## config.mk

```make
export PLATFORM = sky130hd
export DESIGN_NAME = sd_cmd_responder
export DESIGN_NICKNAME = d
export VERILOG_FILES = /design/src/rtl/sd_pkg.sv /design/src/rtl/sd_crc7.sv /design/src/rtl/sd_cmd_responder.sv
export SDC_FILE = /design/constraint.sdc
export NUM_CORES = 1
export LEC_CHECK = 0
export ABC_AREA = 1
export CAP_MARGIN = 30
export CORE_AREA = 4 4 145 147
export DETAILED_ROUTE_END_ITERATION = 16
export DIE_AREA = 0 0 149 151
export PLACE_DENSITY = 0.85
export SLEW_MARGIN = 20
export SYNTH_ARGS = -nofsm -noshare
export SYNTH_HDL_FRONTEND = slang
export SYNTH_SLANG_ARGS = --single-unit
```

## constraint.sdc

```tcl
create_clock -name sdClk -period 4.8 [get_ports sdClk]
set_input_delay 0.96 -clock sdClk [delete_from_list [all_inputs] [get_ports sdClk]]
set_output_delay 0.96 -clock sdClk [all_outputs]
set_load 0.005 [all_outputs]
```

## src/rtl/sd_pkg.sv

```systemverilog
// sd_pkg: constants shared by the SD command-line responder.
// Token lengths, CRC7 polynomial, FSM encoding, R2 reserved field.
package sd_pkg;

   localparam int unsigned TOK_SHORT_LEN = 48;
   localparam int unsigned TOK_LONG_LEN  = 136;

   // x^7 + x^3 + 1, top term implicit
   localparam logic [6:0] CRC7_POLY = 7'h09;

   localparam logic [5:0] R2_RSVD = 6'b111111;

   localparam logic [1:0] ST_IDLE = 2'd0;
   localparam logic [1:0] ST_RX   = 2'd1;
   localparam logic [1:0] ST_WAIT = 2'd2;
   localparam logic [1:0] ST_TX   = 2'd3;

   function automatic logic [6:0] crc7_step(
      input logic [6:0] rem,
      input logic       din
   );
      logic fb;
      fb = din ^ rem[6];
      return {rem[5:0], 1'b0} ^ (fb ? CRC7_POLY : 7'd0);
   endfunction

endpackage

```

## src/rtl/sd_crc7.sv

```systemverilog
// sd_crc7: serial CRC7 remainder, one bit per enabled clock.
// Clear has priority over enable.
import sd_pkg::*;

module sd_crc7 (
   input  logic       clk_i,
   input  logic       rst_ni,
   input  logic       clr_i,
   input  logic       en_i,
   input  logic       din_i,
   output logic [6:0] crc_o
);

   logic [6:0] crc_q;
   logic [6:0] crc_d;

   // next remainder
   always_comb begin
      crc_d = crc_q;
      if (clr_i)
         crc_d = 7'd0;
      else if (en_i)
         crc_d = crc7_step(crc_q, din_i);
   end

   // remainder register, synchronous active-low reset
   always_ff @(posedge clk_i) begin
      if (!rst_ni)
         crc_q <= 7'd0;
      else
         crc_q <= crc_d;
   end

   assign crc_o = crc_q;

endmodule

```

## src/rtl/sd_cmd_responder.sv

```systemverilog
// sd_cmd_responder: receives SD host commands, drives R1/R2 style responses.
// SD_CMD_CRC_CHECK_EN builds the receive CRC7 check; else only end bit is checked.
import sd_pkg::*;

module sd_cmd_responder #(
   parameter int NCR_CYCLES = 2
) (
   input  logic         sdClk,
   input  logic         sysRstN,
   input  logic         sdCmdIn,
   output logic         sdCmdOut,
   output logic         sdCmdEn,
   output logic         cmdValid,
   output logic [5:0]   cmdIndex,
   output logic [31:0]  cmdArg,
   output logic         cmdCrcErr,
   input  logic         rspReq,
   input  logic         rspLong,
   input  logic [5:0]   rspIndex,
   input  logic [31:0]  rspArg,
   input  logic [127:0] rspData,
   output logic         rspBusy,
   output logic         rspDone
);

   localparam logic [6:0] NCR = 7'(NCR_CYCLES);
   localparam logic [7:0] LAST_S = 8'(TOK_SHORT_LEN - 1);
   localparam logic [7:0] LAST_L = 8'(TOK_LONG_LEN - 1);

   logic [1:0]   state_q, state_d;
   logic [5:0]   rx_cnt_q, rx_cnt_d;
   logic [37:0]  rx_sr_q, rx_sr_d;
   logic [6:0]   wait_cnt_q, wait_cnt_d;
   logic [7:0]   tx_cnt_q, tx_cnt_d;
   logic         tx_long_q, tx_long_d;
   logic [119:0] tx_sr_q, tx_sr_d;
   logic         out_q, out_d;
   logic         en_q, en_d;
   logic         done_q, done_d;
   logic         valid_q, valid_d;
   logic [5:0]   idx_q, idx_d;
   logic [31:0]  arg_q, arg_d;
   logic         crc_err_q, crc_err_d;

   logic         rx_crc_bad;
   logic [6:0]   tx_crc;
   logic         tx_crc_clr;
   logic         tx_crc_en;
   logic         tx_bit;
   logic         tx_sh;
   logic [2:0]   tx_csel;
   logic [7:0]   tx_nxt;
   logic [7:0]   tx_last;
   logic         unused_rsp;

   // low byte of an R2 payload is replaced by CRC and end bit
   assign unused_rsp = ^rspData[7:0];

   assign tx_nxt  = tx_cnt_q + 8'd1;
   assign tx_last = tx_long_q ? LAST_L : LAST_S;

`ifdef SD_CMD_CRC_CHECK_EN
   logic [6:0] rx_crc;
   logic       rx_crc_clr;
   logic       rx_crc_en;

   // feeding the received CRC field too leaves zero on a match
   assign rx_crc_clr = (state_q != ST_RX);
   assign rx_crc_en  = (state_q == ST_RX) && (rx_cnt_q <= 6'd45);
   assign rx_crc_bad = (rx_crc != 7'd0);

   sd_crc7 u_rx_crc (
      .clk_i  (sdClk),
      .rst_ni (sysRstN),
      .clr_i  (rx_crc_clr),
      .en_i   (rx_crc_en),
      .din_i  (sdCmdIn),
      .crc_o  (rx_crc)
   );
`else
   assign rx_crc_bad = 1'b0;
`endif

   sd_crc7 u_tx_crc (
      .clk_i  (sdClk),
      .rst_ni (sysRstN),
      .clr_i  (tx_crc_clr),
      .en_i   (tx_crc_en && (state_q == ST_TX)),
      .din_i  (tx_bit),
      .crc_o  (tx_crc)
   );

   // select the response bit at position tx_nxt
   always_comb begin
      tx_bit    = 1'b1;
      tx_sh     = 1'b0;
      tx_crc_en = 1'b0;
      tx_csel   = 3'd0;
      if (tx_long_q) begin
         unique case (1'b1)
            (tx_nxt == 8'd1): tx_bit = 1'b0;
            (tx_nxt >= 8'd2 && tx_nxt <= 8'd7): begin
               tx_csel = 3'(8'd7 - tx_nxt);
               tx_bit  = R2_RSVD[tx_csel];
            end
            (tx_nxt >= 8'd8 && tx_nxt <= 8'd127): begin
               tx_bit    = tx_sr_q[119];
               tx_sh     = 1'b1;
               tx_crc_en = 1'b1;
            end
            (tx_nxt >= 8'd128 && tx_nxt <= 8'd134): begin
               tx_csel = 3'(8'd134 - tx_nxt);
               tx_bit  = tx_crc[tx_csel];
            end
            default: tx_bit = 1'b1;
         endcase
      end else begin
         unique case (1'b1)
            (tx_nxt == 8'd1): tx_bit = 1'b0;
            (tx_nxt >= 8'd2 && tx_nxt <= 8'd39): begin
               tx_bit    = tx_sr_q[119];
               tx_sh     = 1'b1;
               tx_crc_en = 1'b1;
            end
            (tx_nxt >= 8'd40 && tx_nxt <= 8'd46): begin
               tx_csel = 3'(8'd46 - tx_nxt);
               tx_bit  = tx_crc[tx_csel];
            end
            default: tx_bit = 1'b1;
         endcase
      end
   end

   // command/response state machine
   always_comb begin
      state_d    = state_q;
      rx_cnt_d   = rx_cnt_q;
      rx_sr_d    = rx_sr_q;
      wait_cnt_d = wait_cnt_q;
      tx_cnt_d   = tx_cnt_q;
      tx_long_d  = tx_long_q;
      tx_sr_d    = tx_sr_q;
      out_d      = out_q;
      en_d       = en_q;
      done_d     = 1'b0;
      valid_d    = 1'b0;
      idx_d      = idx_q;
      arg_d      = arg_q;
      crc_err_d  = crc_err_q;
      tx_crc_clr = 1'b0;
      unique case (state_q)
         ST_IDLE: begin
            if (!sdCmdIn) begin
               state_d  = ST_RX;
               rx_cnt_d = 6'd0;
            end
         end
         ST_RX: begin
            rx_cnt_d = rx_cnt_q + 6'd1;
            if (rx_cnt_q <= 6'd38)
               rx_sr_d = {rx_sr_q[36:0], sdCmdIn};
            if (rx_cnt_q == 6'd0 && !sdCmdIn) begin
               state_d = ST_IDLE;
            end else if (rx_cnt_q == 6'd46) begin
               state_d    = ST_WAIT;
               wait_cnt_d = 7'd0;
               valid_d    = 1'b1;
               idx_d      = rx_sr_q[37:32];
               arg_d      = rx_sr_q[31:0];
               crc_err_d  = !sdCmdIn || rx_crc_bad;
            end
         end
         ST_WAIT: begin
            if (!sdCmdIn) begin
               state_d  = ST_RX;
               rx_cnt_d = 6'd0;
            end else if (rspReq && wait_cnt_q == NCR) begin
               state_d    = ST_TX;
               tx_long_d  = rspLong;
               tx_sr_d    = rspLong ? rspData[127:8]
                                    : {rspIndex, rspArg, 82'd0};
               tx_cnt_d   = 8'd0;
               out_d      = 1'b0;
               en_d       = 1'b1;
               tx_crc_clr = 1'b1;
            end else if (wait_cnt_q != NCR) begin
               wait_cnt_d = wait_cnt_q + 7'd1;
            end
         end
         ST_TX: begin
            if (tx_cnt_q == tx_last) begin
               state_d = ST_IDLE;
               en_d    = 1'b0;
               out_d   = 1'b1;
               done_d  = 1'b1;
            end else begin
               tx_cnt_d = tx_nxt;
               out_d    = tx_bit;
               if (tx_sh)
                  tx_sr_d = {tx_sr_q[118:0], 1'b0};
            end
         end
         default: state_d = ST_IDLE;
      endcase
   end

   // state registers, synchronous active-low reset releases the line
   always_ff @(posedge sdClk) begin
      if (!sysRstN) begin
         state_q    <= ST_IDLE;
         rx_cnt_q   <= 6'd0;
         rx_sr_q    <= 38'd0;
         wait_cnt_q <= 7'd0;
         tx_cnt_q   <= 8'd0;
         tx_long_q  <= 1'b0;
         tx_sr_q    <= 120'd0;
         out_q      <= 1'b1;
         en_q       <= 1'b0;
         done_q     <= 1'b0;
         valid_q    <= 1'b0;
         idx_q      <= 6'd0;
         arg_q      <= 32'd0;
         crc_err_q  <= 1'b0;
      end else begin
         state_q    <= state_d;
         rx_cnt_q   <= rx_cnt_d;
         rx_sr_q    <= rx_sr_d;
         wait_cnt_q <= wait_cnt_d;
         tx_cnt_q   <= tx_cnt_d;
         tx_long_q  <= tx_long_d;
         tx_sr_q    <= tx_sr_d;
         out_q      <= out_d;
         en_q       <= en_d;
         done_q     <= done_d;
         valid_q    <= valid_d;
         idx_q      <= idx_d;
         arg_q      <= arg_d;
         crc_err_q  <= crc_err_d;
      end
   end

   assign sdCmdOut  = out_q;
   assign sdCmdEn   = en_q;
   assign rspBusy   = en_q;
   assign rspDone   = done_q;
   assign cmdValid  = valid_q;
   assign cmdIndex  = idx_q;
   assign cmdArg    = arg_q;
   assign cmdCrcErr = crc_err_q;

endmodule
```

* After elaboration in Yosys (flattened, before gate mapping)
Memories as Yosys holds them, arrays and structs flattened.
Index checks and enable logic that the tools add are counted.
W data, S select, Z words.
** Storage, ports and cells
- ROM bits :: 8
- Input port bits :: 171
- Output and inout port bits :: 44
- Logic and storage cells :: 140
- Flip-flop bits (word level) :: 232
- Memories kept :: 1
** Cells by class
- Add/subtract/negate cells :: 6
- Bitwise operators :: 5
- Reductions and logical operators :: 28
- $lt $le $gt $ge :: 13
- Equal/unequal tests :: 21
- Muxes and demuxes :: 51
** Memories
- (name not given) :: words 8, bits a word 1, read ports 1, clocked after memory_dff 0, wr ports 0, line sd_cmd_responder.sv:104 : tx_bit = R2_RSVD[tx_csel];
** Operators with widths (number)
- $mux W120 :: 5
- $pmux W120 S2 :: 1
- $mux W7 :: 5
- $mux W8 :: 4
- $ne A2 B2 Y1 const B :: 10
- $mux W1 :: 18
- $le A8 B6 Y1 const B :: 2
- $pmux W8 S2 :: 1
- $pmux W7 S2 :: 1
- $lt A3 B4 Y1 const B :: 3
- $mux W2 :: 6
- $pmux W6 S2 :: 1
- $reduce_and A4 Y1 :: 3
- $reduce_and A3 Y1 :: 3
- $sub A3 B3 Y3 const A :: 3
- $add A8 B1 Y8 const B :: 1
- $eq A8 B1 Y1 const B :: 1
- $eq A8 B8 Y1 :: 1
- $ge A8 B2 Y1 const B :: 1
- $ge A8 B4 Y1 const B :: 1
- $ge A8 B6 Y1 const B :: 1
- $ge A8 B8 Y1 const B :: 1
- $le A8 B3 Y1 const B :: 1
- $le A8 B7 Y1 const B :: 1
- other kinds (31) :: 49

* Logic depth before layout (Yosys ltp)
Gate-level depths: netlist of the first run.
- Depth in word-level cells :: 9
- Depth in mapped cells :: 18
- Depth with buffers taken out :: 18

* Modules after synthesis
A second synthesis of the first run with hierarchy kept.
** Unflattened totals
- Cell total of the unflattened synthesis :: 1603
- Area total of the unflattened synthesis :: 11229.5 um2
** Modules (own cells, without submodules)
- sd_cmd_responder :: area each 10898.0 um2, cells an instance 1562, instances 1
- sd_crc7 :: area each 331.6 um2, cells an instance 41, instances 1

* Least setup slack after synthesis of the first run
No wires, ideal clock.
- Kind :: input to register
- Start point :: in sysRstN
- End point :: reg tx_sr_q[103]
- Arrival time :: 2.063 ns
- Setup slack :: 2.590 ns
- Path buffers :: 3
- Library setup time :: 0.147 ns
- Stages :: 5
- Cells stage by stage :: clkbuf_1 -> inv_1 -> clkbuf_1 -> clkbuf_1 -> a311oi_2
** RTL lines
- start, declared :: line sd_cmd_responder.sv:9 : input logic sysRstN,
- end signal, assigned :: line sd_cmd_responder.sv:231 : tx_sr_q <= tx_sr_d;
- end, declared :: line sd_cmd_responder.sv:36 : logic [119:0] tx_sr_q, tx_sr_d;
No word-level cell between the ends.

* Worst setup path in the final report of the first run
- Start point :: reg tx_cnt_q[0]
- End point :: reg tx_sr_q[48]
** On the way
- Longest elaborated chain between the ends :: 7
- Elaborated cells on any way between the ends :: 14
- Classes of those cells :: add/sub: 1; order compare: 4; eq/ne: 3; mux: 3; reduce/logical: 3
** Ends and longest elaborated chain
- start, declared :: line sd_cmd_responder.sv:34 : logic [7:0] tx_cnt_q, tx_cnt_d;
- start signal, assigned :: line sd_cmd_responder.sv:229 : tx_cnt_q <= tx_cnt_d;
- $add A8 B1 Y8 :: line sd_cmd_responder.sv:59 : assign tx_nxt = tx_cnt_q + 8'd1;
- $ge A8 B2 Y1, or another cell as far along :: line sd_cmd_responder.sv:120 : (tx_nxt >= 8'd2 && tx_nxt <= 8'd39): begin
- $logic_and A1 B1 Y1 (on tied branches) :: line sd_cmd_responder.sv:120, sd_cmd_responder.sv:106
- $mux W1 (on tied branches) :: line sd_cmd_responder.sv:118, sd_cmd_responder.sv:100
- $mux W1 :: line sd_cmd_responder.sv:99 : if (tx_long_q) begin
- $ne A2 B2 Y1 (no line)
- $reduce_and A5 Y1 (no line) (*)
Every way passes the cells marked *; elsewhere a longest branch is shown, timed or not.
A chain may end at the register's enable or synchronous reset.

==> flow_summary.toml, run 1 <==
[outcome]
status = "complete, no violations"

[finish]
antenna_cells = 0
area_delta_synth_final_pct = 25.7
drive_gt1_frac = 0.0690
finalNonFillerCells = 1921
fin_area_um2 = 13800
final_nets = 1812

[yosys]
synthMuxAreaShare = 0.00103
synth_cells = 1502
yosysSeqAreaShare = 0.424
synth_compound_area_frac = 0.254
yosysWarnings = 0
synth_top_family_by_area = "compound AO/OA/AOI/OAI gates"
yosysTopAreaCell = "dfxtp_1"
netlist_area_um2 = 11000
synth_area_leaders = "dfxtp_1 (42%), o21ai_0 (8.5%), a21oi_1 (6.8%), nand3_1 (6.8%), nand2_1 (6.4%)"
synth-edff-count = 0
yosysUniqueCellTypes = 34
synth_xor_area_frac = 0.000799
synth_fp_nets = 1681
synth_seq_cells = 232
synthFlopType = "dfxtp_1"
avgSynthCellArea_um2 = 7.30
yosysTopAreaCellShare = 0.424
synthSimpleGateAreaFrac = 0.205
synthAdderAreaFrac = 0.00913
async_flop_share = 0

[die]
die_w_um = 149
fp.dieArea_um2 = 22500
fp-row-count = 52
io_pins = 215
coreArea_um2 = 19900
die_y_um = 151
initial_core_util = 0.551

[timing]
max_slew.worst_pin.slew_ns = 0.867
maxSlewHeadroom = 0.422
fmax_ghz = 0.289
rsz0062_at_grt = "false"
period_needed_ns = 3.47
finalCritPeriodShare = 0.722
finClkSkew_ns = 0.0223
setup_slack_ns = 1.33
tns_ns = 0
hold_viol = 0
setup_viol = 0
slew_viol_final = 0

[worst_setup_path]
r2r_setup_slack_ns = 1.33
critPathBufInv = 3
critPathArrivalTime_ns = 3.90
critPathMaxStageDelay_ns = 0.51
r2r-start = "tx_cnt_q[0]"
cpMostUsedCell = "nand2_1"
slowest_stage = "dfxtp_1"
crit_fanout = 60
cp_data_required_time_ns = 5.24
path_cells = "ha_1 > nand2_1 > inv_1 > nand2_1 > nand2_1 > nand2_1 > nor2_4 > nand3_1 > nand3_2 > nand2_1 > nand2_2 > nand2_2 > nand2_4 > buf_4 > buf_12 > o21ai_0 > a21oi_1"
cp_top_family = "simple AND/OR/NAND/NOR gates"
cp-start-kind = "register"
end_kind = "register"
reg2reg_depth = 17
crit_type = "reg -> reg"
r2r-end = "tx_sr_q[48]"

[routing]
wl_um = 26400
vias_per_cell = 5.43
drtIter0Drc = 716
vias = 10400
avgRoutedWirePerCell_um = 13.8
drt.antenna.violating_nets = 0
drc_errors = 0
drt-pass1-iter-count = 5

[global_routing]
grt_max_degree = 115
grt_usage = 0.227
grt_pass1_vias = 9469
antenna_found_initial = 0
gr-total-overflow = 0
grt_pass1_wl_um = 43700

[clock_tree]
cts_sinks = 232
cts_buffers = 25
cts_hold_buf = 0
clk_latency_ns = 0.53
cts_buffer_depth = 3
root_buffer = "clkbuf_16"
clk_pin_slew_ns = 0.06
post-cts-setup-buffer-count = 0
cts_tree = "built"
ctsHtreeMaxLevel = 1
cts_resized = 0

[placed_design]
post-place-ws_ns = 1.19
dpl.hpwl_um = 17500
place_area_um2 = 13000
io_buffers = 206
dp_cells = 1875
globalplace.congestion = 0.860

[power]
p_total_w = 0.00415
power.density_nw_per_um2 = 301
p_leak_nw = 4.92
peakVddDrop_uv = 213

[job]
drv_cap = 0

[worst_hold_path]
holdPathStages = 2
min_from = "tx_sr_q[65]"
holdPathEnd = "tx_sr_q[65]"
min_path_type = "reg -> reg"
## routing by layer
layer / track usage / share of wire
met3: 0.0395 / 0.057
met2: 0.399 / 0.50
met1: 0.290 / 0.43
met5: 0 / 0
met4: 0.0586 / 0.019
## cell usage in the layout (no fill, tap or decap), drive strengths merged
| master | instances |
|---|---|
| dfxtp | 232 |
| o21ai | 216 |
| clkdlybuf4s50 | 204 |
| nand2 | 196 |
| inv | 172 |
| a21oi | 150 |
| nand3 | 150 |
| nor2 | 150 |
| a311oi | 39 |
| o211ai | 38 |
| clkbuf | 37 |
| buf | 16 |
| nor3 | 11 |
| ha | 8 |
| nand4 | 6 |
| nor3b | 5 |
| clkinvlp | 4 |
| o31ai | 3 |
| clkinv | 3 |
| nand3b | 2 |
| o21bai | 2 |
| o21a | 2 |
| a211oi | 2 |
| xor2 | 1 |
| mux2 | 1 |
| a31oi | 1 |
## worst max-delay path by stage
stage                     cells past startpoint           end        start
after floorplan                               5  tx_sr_q[103]      sysRstN
after global placement                        9   tx_sr_q[21]       rspReq
after detailed placement                      9   tx_sr_q[10]       rspReq
after CTS                                    16   tx_sr_q[10]  tx_cnt_q[0]
after global routing                         17    tx_sr_q[8]  tx_cnt_q[0]
final                                        17   tx_sr_q[48]  tx_cnt_q[0]
## registers in the layout, indices dropped and copies added (netlist names)
| name | flops |
|---|---|
| cmdArg | 32 |
| cmdCrcErr | 1 |
| cmdIndex | 6 |
| cmdValid | 1 |
| rspBusy | 1 |
| rspDone | 1 |
| rx_cnt_q | 6 |
| rx_sr_q | 38 |
| sdCmdOut | 1 |
| state_q | 2 |
| tx_cnt_q | 8 |
| tx_long_q | 1 |
| tx_sr_q | 120 |
| u_tx_crc.crc_o | 7 |
| wait_cnt_q | 7 |
## synth_stat cells, types with 3 or more instances
master,instances
dfxtp_1,232
nand4_1,6
o21ai_1,30
ha_1,8
a21oi_1,150
nor2_2,3
nand2_2,7
nor3b_1,5
buf_4,9
clkbuf_1,83
nand3_1,148
nor3_1,11
nor2_1,145
buf_6,5
o31ai_1,3
buf_2,13
buf_1,6
a311oi_2,39
o211ai_1,38
inv_1,170
o21ai_0,186
nand2_1,188
## cell families (layout without fill, tap and decap cells)
family,after synthesis,in the layout
buffers and inverters,287,436
DFF,232,232
AOI/OAI and AO/OA,453,453
xor gates and xnor gates,1,1
adders and majority gates,8,8
and+or+nand+nor,520,520
muxes,1,1
## area by class of cell
type	instances	area (um^2)
Clock inverter	8	65.1
Sequential cell	232	4640
Clock buffer	37	711
Multi-Input combinational cell	983	5170
Tap cell	270	338
Inverter	171	649
Timing Repair Buffer	220	2210
Fill cell	1635	6120
## power breakdown
| group | leakage, nW | internal, W | switching [W] |
|---|---|---|---|
| clock network | 0.368 | 0.00103 | 0.000772 |
| logic | 2.68 | 0.000188 | 0.000180 |
| registers | 1.88 | 0.00196 | 0.0000241 |
| total | 4.92 | 0.00318 | 0.000976 |
## stage by stage
step | hold WS [ns] | utilization
2_1_floorplan | 0.425 | -
3_3_place_gp | 0.434 | 0.650
3_5_place_dp | 0.440 | 0.653
4_1_cts | 0.448 | 0.692
5_1_grt | 0.463 | 0.693
6_report | 0.447 | 0.693
## worst register-to-register path: stages, from the launching register on
cell and delay, ns:
dfxtp_1 0.51, ha_1 0.25, nand2_1 0.10, inv_1 0.17, nand2_1 0.09, nand2_1 0.07
nand2_1 0.11, nor2_4 0.15, nand3_1 0.12, nand3_2 0.12, nand2_1 0.07, nand2_2 0.08
nand2_2 0.06, nand2_4 0.39, buf_4 0.52, buf_12 0.30, o21ai_0 0.12, a21oi_1 0.17
(Power assumes the default switching activity.)
==> run 2, diff against run 1 <==
--- a/config.mk
+++ b/config.mk
@@ -7,10 +7,10 @@
 export LEC_CHECK = 0
 export ABC_AREA = 1
 export CAP_MARGIN = 30
-export CORE_AREA = 4 4 145 147
+export CORE_AREA = 4 4 151 153
 export DETAILED_ROUTE_END_ITERATION = 16
-export DIE_AREA = 0 0 149 151
-export PLACE_DENSITY = 0.85
+export DIE_AREA = 0 0 155 157
+export PLACE_DENSITY = 0.79
 export SLEW_MARGIN = 20
 export SYNTH_ARGS = -nofsm -noshare
 export SYNTH_HDL_FRONTEND = slang
==> constraint.sdc (replaced) <==
create_clock -name sdClk -period 3.5 [get_ports sdClk]
set_input_delay 0.7 -clock sdClk [delete_from_list [all_inputs] [get_ports sdClk]]
set_output_delay 0.7 -clock sdClk [all_outputs]
set_load 0.005 [all_outputs]
==> flow_summary.toml, run 2 (same netlist as run 1, synthesis figures left out) <==
[outcome]
status = "complete, no violations"

[die]
die_y_um = 157
die_w_um = 155
fp.dieArea_um2 = 24300
initial_core_util = 0.509
fp-row-count = 54
coreArea_um2 = 21600
io_pins = 215

[clock_tree]
clk_pin_slew_ns = 0.06
clk_latency_ns = 0.51
root_buffer = "clkbuf_16"
cts_sinks = 232
ctsHtreeMaxLevel = 1
cts_buffer_depth = 3
cts_tree = "built"
cts_buffers = 24

[timing]
setup_viol = 0
tns_ns = 0
slew_viol_final = 0
maxSlewHeadroom = 0.369
rsz0062_at_grt = "false"
hold_viol = 0
period_needed_ns = 3.08
max_slew.worst_pin.slew_ns = 0.946
finClkSkew_ns = 0.0119
finalCritPeriodShare = 0.879
fmax_ghz = 0.325

[finish]
final_common_cell = "dfxtp_1"
largest_reg_flops = 120
utilization = 0.642
filler_cell_count = 1875
antenna_cells = 0
regMostFlops = "tx_sr_q"
area_delta_synth_final_pct = 26.1
drive_gt1_frac = 0.0697
layout_common_cells = "dfxtp_1 (232), clkdlybuf4s50_1 (204), nand2_1 (187), o21ai_0 (186), inv_1 (169)"
final_nets = 1813

[power]
peakVddDrop_uv = 345
power.density_nw_per_um2 = 413
p_leak_nw = 4.95
p_total_w = 0.00571

[global_routing]
grt_pass1_vias = 9569
grt_usage = 0.212
antenna_found_initial = 2
grt_pass1_wl_um = 44500
grt_max_degree = 160
gr-total-overflow = 0

[worst_hold_path]
holdPathStages = 2
min_path_type = "reg -> reg"
min_from = "tx_sr_q[68]"
holdPathEnd = "tx_sr_q[68]"

[job]
drv_cap = 0

[routing]
vias = 10300
drc_errors = 0
drtIter0Drc = 696
drt-pass1-iter-count = 5
drt.antenna.violating_nets = 0
wl_um = 26800
vias_per_cell = 5.34
avgRoutedWirePerCell_um = 13.9

[worst_setup_path]
reg2reg_depth = 15
r2r-start = "tx_cnt_q[0]"
cp_data_required_time_ns = 3.91
critPathMaxStageDelay_ns = 0.58
end_kind = "register"
r2r-end = "tx_sr_q[100]"
r2r_setup_slack_ns = 0.42
critPathArrivalTime_ns = 3.49
cp-start-kind = "register"
slowest_stage = "inv_6"
path_cells = "ha_1 > nand2_1 > inv_1 > nand3_1 > nand2_1 > nor2_1 > nand3_2 > nand3_2 > nand2_1 > nand2_2 > nand2_2 > nand2_4 > inv_6 > nor2_1 > a311oi_2"
crit_fanout = 80
crit_type = "reg -> reg"
cpMostUsedCell = "nand2_1"

[placed_design]
dpl.hpwl_um = 17800
globalplace.congestion = 0.833
io_buffers = 206
## run 2: changes by cell type in the layout (fill, tap and decap cells not counted), sizes merged
cell | previous run | this run
clkbuf | 37 | 39
clkinvlp | 4 | 0
inv | 172 | 170
clkinv | 3 | 4
buf | 16 | 18
## run 2: power by group
| group | internal, W | switching (W) |
|---|---|---|
| clock | 0.00147 | 0.00101 |
| combinational | 0.000266 | 0.000248 |
| sequential | 0.00268 | 0.0000318 |
| total | 0.00442 | 0.00129 |
## run 2: routing by layer
metal	part of all wire	wire, um	global-route usage
met1	0.44	11800	0.279
met2	0.48	12900	0.359
met3	0.052	1400	0.0393
met4	0.025	660	0.0631
met5	0.0010	27	0
## run 2: cell type report
type                    count  area [um^2]  share of cell area
multi-input cells         983         5170               0.374
clock inverters             3         15.0             0.00109
well taps                 280          350              0.0253
inverters                 171          648              0.0469
clock buffers              39          758              0.0548
flip-flops and latches    232         4640               0.336
repair buffers            222         2240               0.162
## run 2: metrics by stage
step                cells  area [um^2]  hold slack, ns  setup slack (ns)
floorplan            1502        11000           0.425              1.30
global placement     1887        13000           0.432             0.281
detailed placement   1888        13100           0.438             0.196
CTS                  1930        13800           0.450             0.251
global route         1930        13800           0.465            0.0410
finish               1930        13800           0.445             0.423
## run 2: how the worst max path moves through the flow
stage | to | startpoint | slack, ns
finish | tx_sr_q[100] | tx_cnt_q[0] | 0.42
global route | tx_sr_q[101] | tx_cnt_q[0] | 0.04
CTS | tx_sr_q[100] | tx_cnt_q[0] | 0.25
detailed placement | tx_sr_q[112] | rspReq | 0.20
global placement | tx_sr_q[105] | rspReq | 0.28
floorplan | u_tx_crc.crc_o[3] | tx_cnt_q[0] | 1.30
## run 2: worst max-delay path: cells and delay by family, from the launching register on
family | cells | cell delay (ns)
AND/OR/NAND/NOR | 11 | 1.21
buffers and inverters | 2 | 0.73
flip-flops | 1 | 0.50
adder cells (fa/ha/maj) | 1 | 0.25
AO/OA/AOI/OAI | 1 | 0.25
## run 2: repair_timing
| action | CTS | global route |
|---|---|---|
| hold buffers | 0 | 0 |
| setup buffers | 0 | 0 |
| resized for setup | 0 | 1 |
| endpoints found under the setup margin | 0 | 40 |
==> run 3, diff against run 2 <==
--- a/config.mk
+++ b/config.mk
@@ -7,10 +7,10 @@
 export LEC_CHECK = 0
 export ABC_AREA = 1
 export CAP_MARGIN = 30
-export CORE_AREA = 4 4 151 153
+export CORE_AREA = 4 4 155 157
 export DETAILED_ROUTE_END_ITERATION = 16
-export DIE_AREA = 0 0 155 157
-export PLACE_DENSITY = 0.79
+export DIE_AREA = 0 0 159 161
+export PLACE_DENSITY = 0.75
 export SLEW_MARGIN = 20
 export SYNTH_ARGS = -nofsm -noshare
 export SYNTH_HDL_FRONTEND = slang
==> flow_summary.toml, run 3 (same netlist as run 1, synthesis figures left out) <==
[outcome]
status = "complete, no violations"

[timing]
fmax_ghz = 0.327
maxSlewHeadroom = 0.378
hold_viol = 0
rsz0062_at_grt = "false"
slew_viol_final = 0
tns_ns = 0
setup_viol = 0
period_needed_ns = 3.06
finClkSkew_ns = 0.00829
max_slew.worst_pin.slew_ns = 0.933
finalCritPeriodShare = 0.874

[global_routing]
gr-total-overflow = 0
grt_usage = 0.195
grt_max_degree = 201
grt_pass1_wl_um = 43800
grt_pass1_vias = 9081
antenna_found_initial = 0

[clock_tree]
post-cts-setup-buffer-count = 0
cts_tree = "built"
cts_sinks = 232
root_buffer = "clkbuf_16"
ctsHtreeMaxLevel = 1
clk_latency_ns = 0.51
cts_resized = 0
clk_pin_slew_ns = 0.06
cts_buffer_depth = 3
cts_hold_buf = 0
cts_buffers = 25

[power]
internal_power_w = 0.00447
clockPowerShare = 0.440
power.density_nw_per_um2 = 416
switchingPower_w = 0.00128
p_total_w = 0.00575
p_sw_frac = 0.223
pwr-share-seq = 0.472
p_leak_nw = 4.96
peakVddDrop_uv = 285
combPwrFrac = 0.088

[routing]
wl_um = 26100
drt-pass1-iter-count = 5
drt.antenna.violating_nets = 0
vias = 10100
drtIter0Drc = 619
drc_errors = 0
avgRoutedWirePerCell_um = 13.5
vias_per_cell = 5.22

[worst_setup_path]
crit_fanout = 80
critPathArrivalTime_ns = 3.48
cp_data_required_time_ns = 3.92
end_kind = "register"
reg2reg_depth = 15
cp-start-kind = "register"
crit_type = "reg -> reg"

[die]
coreArea_um2 = 22500
die_y_um = 161
fp.dieArea_um2 = 25600
die_w_um = 159
fp-row-count = 55
io_pins = 215
initial_core_util = 0.487

[placed_design]
io_buffers = 206
dpl.hpwl_um = 17500
place_area_um2 = 13000
dp_cells = 1891
globalplace.congestion = 0.836

[finish]
finalNonFillerCells = 1933
antenna_cells = 0
fin_area_um2 = 13800
area_delta_synth_final_pct = 26.1
drive_gt1_frac = 0.0704
final_nets = 1812
largest_reg_flops = 120
layout_common_cells = "dfxtp_1 (232), clkdlybuf4s50_1 (204), nand2_1 (187), o21ai_0 (186), inv_1 (169)"
final_common_cell = "dfxtp_1"
regMostFlops = "tx_sr_q"

[worst_hold_path]
min_path_type = "reg -> reg"
holdPathStages = 2

[job]
drv_cap = 0
-- run 3: cell count changes in the layout (fill, tap and decap cells not counted), sizes merged --
cell / delta
clkbuf: -4
buf: -2
clkinv: +2
bufinv: +1
inv: +1
-- run 3: worst max-delay path, cell delays in order, from the launching register on --
cell and delay [ns]:
dfxtp_1 0.51, ha_1 0.26, nand2_1 0.08, inv_1 0.15
nand3_1 0.11, nand2_1 0.16, nor2_1 0.06, nand3_1 0.16
nand2_1 0.11, nand2_1 0.09, nand2_2 0.07, nand2_2 0.07
nand2_4 0.08, inv_4 0.66, nor2_1 0.13, a311oi_2 0.21
-- run 3: path summary, 6_finish.rpt --
check	start	end	slack [ns]
setup / recovery	tx_cnt_q[0]	tx_sr_q[88]	0.44
hold / removal	tx_sr_q[80]	tx_sr_q[80]	0.45
setup reg to reg	tx_cnt_q[0]	tx_sr_q[88]	0.44
hold reg to reg	tx_sr_q[80]	tx_sr_q[80]	0.45
-- run 3: metal layers --
metal  track usage  share of wire
met4        0.0379          0.017
met3        0.0319          0.046
met1         0.264           0.46
met2         0.333           0.48
met5             0              0
-- run 3: final cells by class --
type / count / area, um^2
Clock inverter: 7 / 63.8
Tap cell: 285 / 357
Multi-Input combinational cell: 983 / 5170
Timing Repair Buffer: 220 / 2220
Sequential cell: 232 / 4640
Inverter: 171 / 646
Clock buffer: 35 / 733
Fill cell: 2056 / 8680
-- run 3: per-stage QoR --
step | worst slack (ns) | utilization | hold WS [ns]
finish | 0.441 | 0.614 | 0.446
global route | 0.0699 | 0.614 | 0.461
CTS | 0.468 | 0.614 | 0.447
detailed placement | 0.473 | 0.579 | 0.438
global placement | 0.518 | 0.578 | 0.433
floorplan | 1.30 | - | 0.425
-- run 3: power by group through the flow --
stage	clock network [W]	logic [W]	registers (W)
floorplan	0	0.000259	0.00276
global placement	0	0.000501	0.00277
detailed placement	0	0.000508	0.00277
CTS	0.00259	0.000511	0.00271
global route	0.00271	0.000568	0.00272
finish	0.00253	0.000507	0.00272
